File: config.mk
export PLATFORM = sky130hd
export DESIGN_NAME = rc5_decipher_core
export DESIGN_NICKNAME = d
export VERILOG_FILES = /design/src/rtl/rc5_decipher_core_pkg.sv /design/src/rtl/rc5_rotr.sv /design/src/rtl/rc5_decipher_core.sv
export SDC_FILE = /design/constraint.sdc
export NUM_CORES = 1
export LEC_CHECK = 0
export BUFFER_PORTS_ARGS = -buffer_cell sky130_fd_sc_hd__buf_2
export CORE_MARGIN = 1
export CORE_UTILIZATION = 53
export DETAILED_ROUTE_END_ITERATION = 10
export PLACE_DENSITY = 0.78
export SYNTH_ARGS = -nofsm -noshare
export SYNTH_HDL_FRONTEND = slang
export SYNTH_HIERARCHICAL = 1
export SYNTH_SLANG_ARGS = --single-unit
File: constraint.sdc
create_clock -name clk -period 5.3 [get_ports clk]
set_input_delay 0.53 -clock clk [delete_from_list [all_inputs] [get_ports clk]]
set_output_delay 0.53 -clock clk [all_outputs]
set_load 0.02 [all_outputs]
File: src/rtl/rc5_decipher_core_pkg.sv
// rc5_decipher_core_pkg: shared RC5 widths, S-table sizing, FSM encoding and magic constants.
//   rc5_t(r)  : S-table entry count 2r+2 for r rounds
//   rc5_pw(w) : magic constant P for word width w (16/32/64)
//   rc5_qw(w) : magic constant Q for word width w (16/32/64)
package rc5_decipher_core_pkg;
   localparam int RC5_W = 16;
   localparam int RC5_R = 12;
   typedef enum logic [1:0] {IDLE, ISSUE, APPLY, DONE} rc5_state_e;
   function automatic int rc5_t(input int r);
      return 2 * r + 2;
   endfunction
   function automatic logic [63:0] rc5_pw(input int w);
      return w == 16 ? 64'hB7E1 : w == 32 ? 64'hB7E1_5163 : 64'hB7E1_5162_8AED_2A6B;
   endfunction
   function automatic logic [63:0] rc5_qw(input int w);
      return w == 16 ? 64'h9E37 : w == 32 ? 64'h9E37_79B9 : 64'h9E37_79B9_7F4A_7C15;
   endfunction
endpackage

File: src/rtl/rc5_rotr.sv
// rc5_rotr: combinational right-rotate of a W-bit word.
//   din  : word to rotate
//   amt  : rotate amount, log2(W) bits
//   dout : din rotated right by amt
module rc5_rotr #(
   parameter int W = 16
) (
   input  logic [W-1:0]         din,
   input  logic [$clog2(W)-1:0] amt,
   output logic [W-1:0]         dout
);
   // Shifting the doubled word lets the wrapped bits fall into the low half.
   assign dout = W'({din, din} >> amt);
endmodule

File: src/rtl/rc5_decipher_core.sv
// rc5_decipher_core: iterative RC5 decryption, one S-table lookup per ISSUE/APPLY pair.
//   clk, rst             : clock, asynchronous active-low reset
//   iStart               : level start request, honoured only in IDLE
//   iA_cipher, iB_cipher : ciphertext words, latched on the start edge
//   oS_address, iS_data  : S-table port, data valid one cycle after the address
//   oA_decipher, oB_decipher : plaintext, held until the next completion
//   oBusy, oDone         : operation in progress / result ready
module rc5_decipher_core
   import rc5_decipher_core_pkg::*;
#(
   parameter int W        = RC5_W,
   parameter int R        = RC5_R,
   parameter int S_LENGTH = $clog2(rc5_t(R))
) (
   input  logic                clk,
   input  logic                rst,
   input  logic                iStart,
   input  logic [W-1:0]        iA_cipher,
   input  logic [W-1:0]        iB_cipher,
   output logic [S_LENGTH-1:0] oS_address,
   input  logic [W-1:0]        iS_data,
   output logic [W-1:0]        oA_decipher,
   output logic [W-1:0]        oB_decipher,
   output logic                oBusy,
   output logic                oDone
);
   localparam int LW = $clog2(W);
   localparam logic [S_LENGTH-1:0] K_TOP = S_LENGTH'(rc5_t(R) - 1);

   rc5_state_e          state_q, state_d;
   logic [W-1:0]        a_q, a_d, b_q, b_d, oa_q, oa_d, ob_q, ob_d;
   logic [S_LENGTH-1:0] k_q, k_d, addr_q, addr_d;
   logic                busy_q, busy_d, done_q, done_d;

   // Odd k updates B (rotated by A, mixed with A); even k updates A symmetrically.
   logic          path_b, k_hi;
   logic [W-1:0]  diff, rot, res;
   assign path_b = k_q[0];
   assign k_hi   = |k_q[S_LENGTH-1:1];
   assign diff   = (path_b ? b_q : a_q) - iS_data;

   rc5_rotr #(.W(W)) u_rotr (
      .din  (diff),
      .amt  (path_b ? a_q[LW-1:0] : b_q[LW-1:0]),
      .dout (rot)
   );

   // The last two indices are the plain pre-whitening subtractions.
   assign res = k_hi ? (rot ^ (path_b ? a_q : b_q)) : diff;

   always_comb begin
      state_d = state_q;
      a_d     = a_q;
      b_d     = b_q;
      k_d     = k_q;
      addr_d  = addr_q;
      oa_d    = oa_q;
      ob_d    = ob_q;
      busy_d  = busy_q;
      done_d  = done_q;
      case (state_q)
         IDLE: if (iStart) begin
            a_d     = iA_cipher;
            b_d     = iB_cipher;
            k_d     = K_TOP;
            addr_d  = K_TOP;
            busy_d  = 1'b1;
            state_d = ISSUE;
         end
         // Address is already on the bus during ISSUE, so the data lands in APPLY.
         ISSUE: state_d = APPLY;
         APPLY: begin
            if (path_b) b_d = res;
            else        a_d = res;
            if (k_q != '0) begin
               k_d     = k_q - S_LENGTH'(1);
               addr_d  = k_q - S_LENGTH'(1);
               state_d = ISSUE;
            end else begin
               oa_d    = res;
               ob_d    = b_q;
               busy_d  = 1'b0;
               done_d  = 1'b1;
               state_d = DONE;
            end
         end
         DONE: if (!iStart) begin
            done_d  = 1'b0;
            addr_d  = '0;
            state_d = IDLE;
         end
         default: state_d = IDLE;
      endcase
   end

   always_ff @(posedge clk or negedge rst) begin
      if (!rst) begin
         state_q <= IDLE;
         a_q     <= '0;
         b_q     <= '0;
         k_q     <= '0;
         addr_q  <= '0;
         oa_q    <= '0;
         ob_q    <= '0;
         busy_q  <= 1'b0;
         done_q  <= 1'b0;
      end else begin
         state_q <= state_d;
         a_q     <= a_d;
         b_q     <= b_d;
         k_q     <= k_d;
         addr_q  <= addr_d;
         oa_q    <= oa_d;
         ob_q    <= ob_d;
         busy_q  <= busy_d;
         done_q  <= done_d;
      end
   end

   assign oS_address  = addr_q;
   assign oA_decipher = oa_q;
   assign oB_decipher = ob_q;
   assign oBusy       = busy_q;
   assign oDone       = done_q;
endmodule
**Word-level counts from Yosys, hierarchy flattened**

Index checks and enable logic that the tools add are counted.

- Register bits after elaboration: 78
- Word-level logic and storage cells: 62

- $add $sub $neg: 2
- Equal/unequal tests: 9
- Shift operators: 1
- Mux-type cells: 25
- Bitwise logic cells: 2
- Reductions and logical operators: 14

Operators with widths:

| operator | count |
|---|---|
| two-way mux 16 bit | 7 |
| one-hot mux 16 bit (2 select lines) | 2 |
| right shift 32 x 4 -> 16 bit | 1 |
| subtractor 16 bit | 1 |
| XOR 16 bit | 1 |
| two-way mux 5 bit | 3 |
| one-hot mux 5 bit (3 select lines) | 1 |
| AND reduction 3 bit | 5 |
| != test 2 bit (second input constant) | 6 |
| one-hot mux 5 bit (2 select lines) | 1 |
| one-hot mux 2 bit (4 select lines) | 1 |
| two-way mux 2 bit | 3 |
| nonzero test 5 bit | 1 |
| subtractor 5 x 1 -> 5 bit (second input constant) | 1 |
| equality test 2 bit (second input constant) | 2 |
| two-way mux 1 bit | 4 |
| two-way mux 4 bit | 1 |
| one-hot mux 1 bit (2 select lines) | 2 |
| AND reduction 2 bit | 2 |
| AND reduction 4 bit | 1 |
| nonzero test 2 bit | 2 |
| OR reduction 4 bit | 1 |
| nonzero test 3 bit | 1 |
| equality test 2 x 1 -> 1 bit (second input constant) | 1 |
| 2 further kinds | 2 |

**Logic depth before layout (Yosys ltp)**

- Word-level depth: 7
- Depth in mapped cells: 20
- Depth with buffers taken out: 16

**Modules after synthesis**

Netlist, hierarchy kept.

By module, submodules not included:

| module | times used | cells each | area an instance (um^2) |
|---|---|---|---|
| rc5_decipher_core | 1 | 577 | 5,047.3 |
| rc5_rotr | 1 | 40 | 824.5 |

**Worst setup path after synthesis**

No wires, ideal clock.

- Path kind: reg2reg
- From: reg k_q[0]
- To: reg a_q[9]
- Data arrival time: 4.940 ns
- Required time: 5.179 ns
- Setup slack: 0.239 ns
- Cell stages (with the launch flop): 20
- Path buffers: 4
- Period minus slack after synthesis: 5.061 ns
- Cell sequence: dfrtp_1 > buf_2 > buf_4 > buf_2 > buf_2 > mux2i_1 > ha_1 > inv_1 > fa_1 > a21o_1 > a221oi_4 > nor3_1 > or3_1 > and2_1 > mux4_1 > mux4_2 > xnor2_1 > a211oi_1 > nand4_1 > a22o_1

- Longest elaborated chain between the ends: 7
- Elaborated cells on any way between the ends: 11
- Classes of those cells: add/sub: 1; eq/ne: 1; shift: 1; mux: 6; bitwise: 1; reduce/logical: 1

Ends and longest elaborated chain:

| what | RTL line | RTL |
|---|---|---|
| start, declared | rc5_decipher_core.sv:32 | `logic [S_LENGTH-1:0] k_q, k_d, addr_q, addr_d;` |
| start signal, assigned | rc5_decipher_core.sv:111 | `k_q <= k_d;` |
| two-way mux 16 bit | rc5_decipher_core.sv:40 | `assign diff = (path_b ? b_q : a_q) - iS_data;` |
| subtractor 16 bit | rc5_decipher_core.sv:40 |  |
| net diff[14] | rc5_decipher_core.sv:37 | `logic [W-1:0] diff, rot, res;` |
| right shift 32 x 4 -> 16 bit | rc5_rotr.sv:13 | `assign dout = W'({din, din} >> amt);` |
| net rot[9] | rc5_decipher_core.sv:37 |  |
| XOR 16 bit | rc5_decipher_core.sv:49 | `assign res = k_hi ? (rot ^ (path_b ? a_q : b_q)) : diff;` |
| two-way mux 16 bit | rc5_decipher_core.sv:49 |  |
| two-way mux 16 bit | rc5_decipher_core.sv:73 | `if (path_b) b_d = res;` |
| one-hot mux 16 bit (2 select lines) | rc5_decipher_core.sv:61 | `case (state_q)` |
| end signal, assigned | rc5_decipher_core.sv:99 | `a_q <= '0;` |
| end signal, assigned | rc5_decipher_core.sv:109 | `a_q <= a_d;` |
| end, declared | rc5_decipher_core.sv:31 | `logic [W-1:0] a_q, a_d, b_q, b_d, oa_q, oa_d, ob_q, ob_d;` |

The timed path passes the listed nets, and every way through them passes these cells. The select of a mux whose other input is x is not followed.
A chain may end at the register's enable or synchronous reset.

**Worst setup path in the final report**

Same ends and word-level chain as after synthesis.

==> results.yml <==
run_status:
  status: "complete, but fails checks"
  violations: "design-rule violations"
floorplan:
  initial_core_util_pct: 54.4
  ios: 90
  std_cell_rows: 38
  dieHeight_um: 107
  die_width_um: 107
  core-area_um2: 10800
  die_area_um2: 11500
grt:
  grt_pass1_wl_um: 24400
  gr-total-overflow: 0
  grt_use_met1_pct: 38.0
  antenna_found_initial: 0
  first_global_vias: 4802
  grt_use_met3_pct: 5.87
  track_usage_pct: 27.6
  grt_most_used_layer: "met2"
  grt_max_degree: 79
  gr-usage-met2_pct: 42.6
place:
  portBuffers: 89
  place.gp.congestion: 0.919
  hpwl_um: 11300
timing:
  finalHoldViolations: 0
  maxSlewHeadroom_pct: 28.8
  setup_viol: 0
  slew_violations: 0
  fin_skew_ns: 0.00861
  fin_crit_sh_pct: 94.6
  worst_slew_pin_slew_ns: 1.07
  rsz0062_at_grt: "no"
  fmax_ghz: 0.199
  fin_crit_ns: 5.01
  tns_ns: 0
hold_path:
  hp-class: "input port to async pin"
yosys:
  synth_compound_area_share_pct: 16.1
  synth_top_family_by_area: "multiplexers"
  synth_area_leader_cell: "dfrtp_1"
  synth.area.mux_share_pct: 19.4
  yosysTopAreaCellShare_pct: 33.2
  synth-seq-cells: 78
  synth_edf_count: 0
  synth_area_um2: 5870
  synth_cells: 617
  yosysSeqAreaShare_pct: 33.2
  synth_xor_area_share_pct: 4.73
  synthAdderAreaFrac_pct: 5.03
  yosys_warnings: 6
  synth-simple-area-share_pct: 16.6
  ys_top_cells_by_area: "dfrtp_1, mux4_2, nand2_1"
  synth.avg_cell_area_um2: 9.52
  yosysUniqueCellTypes: 64
  ys.flop_type: "dfrtp_1"
  syn_nets: 691
  async_flop_share_pct: 100
critical_path:
  cpPeakStageDelay_ns: 0.69
  path_class: "flop to flop"
  cp-end-kind: "flop"
  crit_path_cell_trace: "buf_12 -> mux2_2 -> ha_1 -> a21oi_1 -> o221a_2 -> a2bb2oi_1 -> or3_1 -> and2_1 -> mux4_1 -> mux4_2 -> xnor2_1 -> a211oi_1 -> nand4_1 -> a22o_1"
  cp-start-kind: "flop"
  cp_data_arrival_time_ns: 5.26
  cp_data_required_time_ns: 5.55
  crit_fanout: 26
  cp_slowest_cell: "dfrtp_1"
drt:
  via_per_inst: 6.03
  drt_wl_total_um: 15200
  firstDrtPassIters: 8
  ant_nets: 0
  first_iter_violations: 334
  route.detailed.wl_per_inst_um: 18.4
  drcViolationCount: 2
  vias: 5007
clock_tree:
  cts.path.max_buffers: 2
  numCtsBuffers: 9
  clk_latency_ns: 0.36
  cts_tree: "yes"
  path_clk_slew_ns: 0.08
  cts-root-buf: "clkbuf_8"
  cts_resized: 0
  cts.sinks: 78
  htreeDepth: 3
  cts_setup_buffers: 0
  postCtsHoldBufs: 0
finish:
  final_common_cell: "nand2_1"
  syn2layout_area_growth_pct: 11.7
  layout-drive-gt1-share_pct: 24.8
  final_cell_mix: "nand2_1, buf_2, dfrtp_1"
  diodes: 0
  nNetsFinal: 759
run:
  max_cap_violations: 0
[registers in the layout, summed over array words and instances (netlist names)]
register	flops
oB_decipher	16
k_q	5
a_q	16
state_q	2
b_q	16
oDone	1
oA_decipher	16
oS_address	5
oBusy	1
[metal layers]
metal	share of wire, %	vias to the layer above
met2	47	183
li1	-	2349
met4	2.8	0
met5	0	-
met3	6.2	30
met1	44	2445
[area by class of cell]
cell class | instances | area, µm²
timing repair buffer | 95 | 505
fill | 930 | 4230
clock buffer | 10 | 128
sequential | 78 | 1950
multi-input combinational | 476 | 3640
clock inverter | 6 | 62.6
inverter | 25 | 93.8
tap | 140 | 175
[cells in the mapped netlist, types with 6 or more instances]
library cell / n
ha_1: 22
a22o_1: 9
inv_1: 25
o21ai_0: 36
buf_2: 10
clkbuf_1: 22
xnor2_1: 18
nor3_1: 6
nand3_1: 8
xor2_1: 10
nand2_1: 119
mux4_1: 12
mux2i_1: 16
nor2_1: 60
a21o_1: 10
mux2_2: 19
a31oi_1: 6
dfrtp_1: 78
mux4_2: 20
o31ai_1: 18
a21oi_1: 17
[worst max-delay path: cells and delay by family (launching register included)]
kind / cells / cell delay (ns)
multiplexers: 3 / 1.47
AO/OA/AOI/OAI: 5 / 1.20
AND/OR/NAND/NOR: 3 / 0.70
flip-flops: 1 / 0.69
adder cells (fa/ha/maj): 1 / 0.41
buffers and inverters: 1 / 0.27
XOR/XNOR: 1 / 0.16
[path summary, 6_finish.rpt]
| path | from | to | slack, ns | cells after the start |
|---|---|---|---|---|
| worst min register to register | oB_decipher[1]$_DFFE_PN0P_ | oB_decipher[1]$_DFFE_PN0P_ | 0.47 | 2 |
| max in group asynchronous | rst | a_q[8]$_DFFE_PN0P_ | 4.33 | 1 |
| worst max-delay path | k_q[0]$_DFFE_PN0P_ | a_q[9]$_DFFE_PN0P_ | 0.29 | 14 |
| worst min-delay path | rst | oB_decipher[4]$_DFFE_PN0P_ | 0.31 | 1 |
| worst max register to register | k_q[0]$_DFFE_PN0P_ | a_q[9]$_DFFE_PN0P_ | 0.29 | 14 |
| min in group clk | iA_cipher[1] | a_q[1]$_DFFE_PN0P_ | 0.44 | 3 |
[per-stage QoR]
stage	util, %	area, µm²	std cells	hold WS (ns)	setup slack (ns)
6_report	60.8	6560	830	0.315	0.287
4_1_cts	60.8	6560	830	0.365	0.343
3_3_place_gp	59.0	6370	814	0.455	0.518
5_1_grt	60.8	6560	830	0.403	0.0776
3_5_place_dp	59.0	6370	814	0.458	0.340
2_1_floorplan	-	5870	617	0.234	0.239
[cells by family (layout without fill, tap and decap cells)]
logic type | after synthesis | count (layout)
AND/OR/NAND/NOR | 225 | 225
buffers and inverters | 63 | 136
adder cells (fa/ha/maj) | 23 | 23
flip-flops | 78 | 78
XOR/XNOR | 30 | 30
multiplexers | 67 | 67
AO/OA/AOI/OAI | 131 | 131
Power is left out: the tool's default activity adds up to more than one toggle a clock period on the data nets, which glitch-free logic cannot reach.
